`config.mk`:
```
export PLATFORM = sky130hd
export DESIGN_NAME = buffered_router
export DESIGN_NICKNAME = d
export VERILOG_FILES = /design/src/rtl/buffered_router.sv
export SDC_FILE = /design/constraint.sdc
export NUM_CORES = 1
export LEC_CHECK = 0
export ABC_AREA = 1
export BUFFER_PORTS_ARGS = -buffer_cell sky130_fd_sc_hd__clkbuf_2
export CAP_MARGIN = 20
export CORE_UTILIZATION = 40
export CTS_CLUSTER_SIZE = 28
export DETAILED_ROUTE_END_ITERATION = 7
export PLACE_DENSITY = 0.66
export SYNTH_ARGS = -nofsm -noshare
export SYNTH_HDL_FRONTEND = slang
export SYNTH_SLANG_ARGS = --single-unit
```
`constraint.sdc`:
```
create_clock -name clk -period 3.39 [get_ports clk]
set_input_delay 0.678 -clock clk [delete_from_list [all_inputs] [get_ports clk]]
set_output_delay 0.678 -clock clk [all_outputs]
set_load 0.01 [all_outputs]
```
`src/rtl/buffered_router.sv`:
```
// rtl/buffered_router.sv - 1-to-NUM_PORTS router with a FIFO on each output port
// Optional per-port accepted-word counters: define ROUTER_STATS_EN.
module buffered_router #(
  parameter int WIDTH      = 32,
  parameter int NUM_PORTS  = 4,
  parameter int FIFO_DEPTH = 4,
  localparam int AW = (NUM_PORTS > 2) ? $clog2(NUM_PORTS) : 1
) (
  input  logic                       clk,
  input  logic                       rst_n,
  input  logic                       din_en,
  output logic                       din_ready,
  input  logic [AW-1:0]              addr,
  input  logic [WIDTH-1:0]           din,
  output logic [NUM_PORTS*WIDTH-1:0] dout,
  output logic [NUM_PORTS-1:0]       dout_valid,
  input  logic [NUM_PORTS-1:0]       dout_ready,
  output logic [15:0]                drop_cnt
`ifdef ROUTER_STATS_EN
  ,
  output logic [NUM_PORTS*16-1:0]    pkt_cnt,
  input  logic                       stats_clr
`endif
);

  localparam int PW = $clog2(FIFO_DEPTH);
  localparam int CW = $clog2(FIFO_DEPTH + 1);

  logic [WIDTH-1:0] mem_q [NUM_PORTS][FIFO_DEPTH];
  logic [PW-1:0]    wr_ptr_q [NUM_PORTS];
  logic [PW-1:0]    wr_ptr_d [NUM_PORTS];
  logic [PW-1:0]    rd_ptr_q [NUM_PORTS];
  logic [PW-1:0]    rd_ptr_d [NUM_PORTS];
  logic [CW-1:0]    count_q  [NUM_PORTS];
  logic [CW-1:0]    count_d  [NUM_PORTS];
  logic [15:0]      drop_cnt_q, drop_cnt_d;
  logic [NUM_PORTS-1:0] full, empty, push, pop;
  logic             addr_ok, accept, clr;

`ifdef ROUTER_STATS_EN
  logic [15:0] pkt_cnt_q [NUM_PORTS];
  logic [15:0] pkt_cnt_d [NUM_PORTS];
  assign clr = stats_clr;
`else
  assign clr = 1'b0;
`endif

  always_comb begin
    addr_ok    = (32'(addr) < NUM_PORTS);
    for (int p = 0; p < NUM_PORTS; p++) begin
      full[p]  = (count_q[p] == CW'(FIFO_DEPTH));
      empty[p] = (count_q[p] == '0);
    end
    // Out-of-range words are always taken so they can be counted and dropped.
    din_ready  = addr_ok ? !full[addr] : 1'b1;
    accept     = din_en & din_ready;
    drop_cnt_d = drop_cnt_q;
    if (clr)
      drop_cnt_d = '0;
    else if (accept && !addr_ok && drop_cnt_q != 16'hFFFF)
      drop_cnt_d = drop_cnt_q + 16'd1;
    for (int p = 0; p < NUM_PORTS; p++) begin
      push[p]     = accept & addr_ok & (addr == AW'(p));
      pop[p]      = !empty[p] & dout_ready[p];
      wr_ptr_d[p] = push[p] ? wr_ptr_q[p] + PW'(1) : wr_ptr_q[p];
      rd_ptr_d[p] = pop[p]  ? rd_ptr_q[p] + PW'(1) : rd_ptr_q[p];
      count_d[p]  = count_q[p];
      if (push[p] && !pop[p])
        count_d[p] = count_q[p] + CW'(1);
      else if (!push[p] && pop[p])
        count_d[p] = count_q[p] - CW'(1);
      dout_valid[p]              = !empty[p];
      dout[p*WIDTH +: WIDTH]     = empty[p] ? '0 : mem_q[p][rd_ptr_q[p]];
`ifdef ROUTER_STATS_EN
      pkt_cnt_d[p] = pkt_cnt_q[p];
      if (clr)
        pkt_cnt_d[p] = '0;
      else if (push[p] && pkt_cnt_q[p] != 16'hFFFF)
        pkt_cnt_d[p] = pkt_cnt_q[p] + 16'd1;
      pkt_cnt[p*16 +: 16] = pkt_cnt_q[p];
`endif
    end
  end

  assign drop_cnt = drop_cnt_q;

  // Storage needs no reset: the head is masked to zero whenever a FIFO is empty.
  always_ff @(posedge clk) begin
    for (int p = 0; p < NUM_PORTS; p++)
      if (push[p]) mem_q[p][wr_ptr_q[p]] <= din;
  end

  always_ff @(posedge clk or negedge rst_n) begin
    if (!rst_n) begin
      drop_cnt_q <= '0;
      for (int p = 0; p < NUM_PORTS; p++) begin
        wr_ptr_q[p] <= '0;
        rd_ptr_q[p] <= '0;
        count_q[p]  <= '0;
`ifdef ROUTER_STATS_EN
        pkt_cnt_q[p] <= '0;
`endif
      end
    end else begin
      drop_cnt_q <= drop_cnt_d;
      for (int p = 0; p < NUM_PORTS; p++) begin
        wr_ptr_q[p] <= wr_ptr_d[p];
        rd_ptr_q[p] <= rd_ptr_d[p];
        count_q[p]  <= count_d[p];
`ifdef ROUTER_STATS_EN
        pkt_cnt_q[p] <= pkt_cnt_d[p];
`endif
      end
    end
  end

endmodule

```
==> out/results.tsv <==
stage	metric	value	unit
status	status	finished with violations	
status	violations	design-rule violations	
routing	wl_per_cell	19.4	um
die	io-pin-count	190	
timing	fin_skew	0.0194	ns
synthesis	syn-cell-area	0.0215	mm2
synthesis	synth_top_area_cell	edfxtp_1	
synthesis	avgSynthCellArea	12.5	um2
timing	period_share	0.919	
synthesis	synthTopCellsByArea	edfxtp_1 71%, nor2_1 9.5%, o21ai_0 5.9%	
timing	max_freq	321	MHz
global_routing	grt_first_pass_wirelength	76.4	mm
final_layout	insertedDiodeCount	0	
timing	slew_violations	0	
synthesis	synthXorXnorAreaFrac	0.00488	
critical_path	cpMaxStageDelayCell	dfrtp_2	
critical_path	slowest_delay	0.72	ns
critical_path	path_max_fanout	27	
die	rows	84	
final_layout	regArea	0.0161	mm2
timing	grt_setup_unrepaired	no	
critical_path	r2r_start	count_q[6]$_DFFE_PN0P_	
critical_path	crit_type	reg -> out	
clock_network	hold_buffers	0	
critical_path	r2r_setup_slack	0.77	ns
die	start_util	0.408	
clock_network	clk_pin_slew	0.06	ns
critical_path	critPathMostFrequentCell	nor2_1	
critical_path	required	2.71	ns
global_routing	antenna_found_initial	0	
die	dieArea	0.0548	mm2
routing	drt_wl_total	51.1	mm
critical_path	startpoint_type	register	
synthesis	ys_ff_latch	540	
synthesis	synthAdderAreaFrac	0.0153	
final_layout	synthToLayoutAreaGrowth	15.6	%
power	ir_drop	0.000432	V
final_layout	fill_cells	4555	
power	power_density	878	mW/mm2
critical_path	critical_path.top_delay_family	flip-flops	
synthesis	synth_compound_area_frac	0.0920	
timing	worst_slew_pin_slew	0.925	ns
critical_path	path_cells	buf_4, nor2_1, nor2_1, o21ai_0, a21oi_1, clkbuf_2	
die	core_area	0.0529	mm2
place	place_congestion	0.818	
final_layout	drive_above_1_share	0.167	
timing	finalSetupViolCount	0	
timing	period_minus_slack	3.11	ns
clock_network	post-cts-setup-buffer-count	0	
final_layout	multi_input_area	0.00488	mm2
clock_network	ctsRootBufferMaster	clkbuf_16	
clock_network	cts_max_level	2	
synthesis	synth_top_area_frac	0.714	
critical_path	reg2reg_depth	12	
routing	vias	13300	
clock_network	cts_buffers	52	
critical_path	crit_path_end_kind	output pin	
synthesis	synth_warnings	0	
synthesis	synthMuxAreaShare	0.00209	
timing	finalHoldViolations	0	
timing	slew-limit-headroom	0.383	
clock_network	ctsResizeCount	0	
clock_network	clk_latency	0.58	ns
synthesis	synth_cells	1729	
routing	ant_nets	0	
routing	via_per_inst	5.07	
clock_network	cts_tree	done	
die	die_w	234	um
synthesis	synth-simple-area-share	0.106	
routing	first_pass_iters	7	
clock_network	cts_buffer_depth	3	
run	cap_violations	0	
power	total_power	21.9	mW
place	port_buffers	173	
clock_network	cts.sinks	540	
power	p_leak	8.77	nW
synthesis	yosysUniqueCellTypes	23	
final_layout	final_cell_mix	528 x nor2_1, 512 x edfxtp_1, 254 x o21ai_0	
routing	drc	13	
final_layout	mostFrequentLayoutCell	nor2_1	
die	die_h	234	um
synthesis	synth_top_family_by_area	simple AND/OR/NAND/NOR gates	
worst_hold_path	hold_class	in -> async	
critical_path	cp.buffers_inverters	2	
place	dp_hpwl	31.5	mm
critical_path	worstReg2RegEnd	count_q[5]$_DFFE_PN0P_	
final_layout	nNetsFinal	1965	
routing	dr.first_iter.drc_count	1121	
critical_path	cp.arrival	2.44	ns
timing	tns	0	ns
global_routing	grt.overflow.total	0	
global_routing	grtUsageTotal	0.185	
synthesis	seq_area_frac_synth	0.746	
global_routing	grt_start_max_net_pins	66	
global_routing	grt_pass1_vias	12700	
## cells by family (layout without fill, tap and decap cells)
family,Yosys count,in the layout
AND/OR/NAND/NOR,590,590
flip-flops,540,540
AO/OA/AOI/OAI,396,396
buffers and inverters,162,361
adder cells (fa/ha/maj),24,24
XOR/XNOR,12,12
multiplexers,4,4
other,1,16
## per-layer routing
metal | up-vias | global-route usage | wire length, um | part of all wire
met5 | - | 0 | 0 | 0
met4 | 0 | 0.0471 | 891 | 0.017
met3 | 59 | 0.0294 | 2830 | 0.055
met2 | 342 | 0.315 | 25200 | 0.49
met1 | 6552 | 0.248 | 22200 | 0.43
li1 | 6377 | - | - | -
## final cells by class
| class | count | area share |
|---|---|---|
| tap | 688 | 0.0346 |
| inverter | 48 | 0.00723 |
| clock inverter | 26 | 0.00954 |
| multi-input combinational | 1042 | 0.196 |
| clock buffer | 71 | 0.0580 |
| sequential | 540 | 0.646 |
| timing repair buffer | 216 | 0.0490 |
## worst max-delay path by stage
stage / endpoint / cells after the start / slack (ns) / start
floorplan: mem_q[3][0]$_DFFE_PP_ / 8 / 0.27 / addr[1]
global placement: count_q[5]$_DFFE_PN0P_ / 14 / 0.40 / addr[0]
detailed placement: count_q[5]$_DFFE_PN0P_ / 14 / 0.41 / addr[0]
CTS: dout[18] / 6 / 0.27 / rd_ptr_q[6]$_DFFE_PN0P_
global route: dout[18] / 6 / 0.09 / rd_ptr_q[6]$_DFFE_PN0P_
finish: dout[18] / 6 / 0.28 / rd_ptr_q[6]$_DFFE_PN0P_
## flip-flops by register name (all words and copies together), names as in the netlist
name	cells
mem_q	512
count_q	12
rd_ptr_q	8
wr_ptr_q	8
## through the flow
stage           util  worst slack, ns  instances  cell area [um2]  hold slack (ns)
6_report       0.471            0.276       2631            24900            0.238
5_1_grt        0.471           0.0929       2631            24900            0.262
3_3_place_gp   0.439            0.396       2533            23200            0.511
2_1_floorplan      -            0.274       1744            21600            0.382
4_1_cts        0.471            0.270       2631            24900            0.229
3_5_place_dp   0.439            0.413       2534            23200            0.531
## report_power, final
group	internal, mW	total, mW	switching, mW
registers	7.83	8.19	0.351
clock network	3.29	5.67	2.38
logic	2.63	8.02	5.39
total	13.7	21.9	8.13
## synth_stat cells
| cell type | n |
|---|---|
| nand4_1 | 10 |
| mux2_2 | 4 |
| ha_1 | 20 |
| o21ai_1 | 6 |
| a21oi_1 | 136 |
| nand3_4 | 1 |
| clkbuf_1 | 64 |
| nor2_1 | 544 |
| edfxtp_1 | 512 |
| xor2_1 | 4 |
| o21ai_0 | 254 |
| buf_4 | 16 |
| conb_1 | 1 |
| dfrtp_1 | 28 |
| buf_2 | 33 |
| inv_1 | 44 |
| nor3_2 | 4 |
| xnor2_1 | 8 |
| buf_6 | 1 |
| nand2_1 | 24 |
| nand3_1 | 7 |
| fa_1 | 4 |
| inv_2 | 4 |
(Power assumes the default switching activity.)
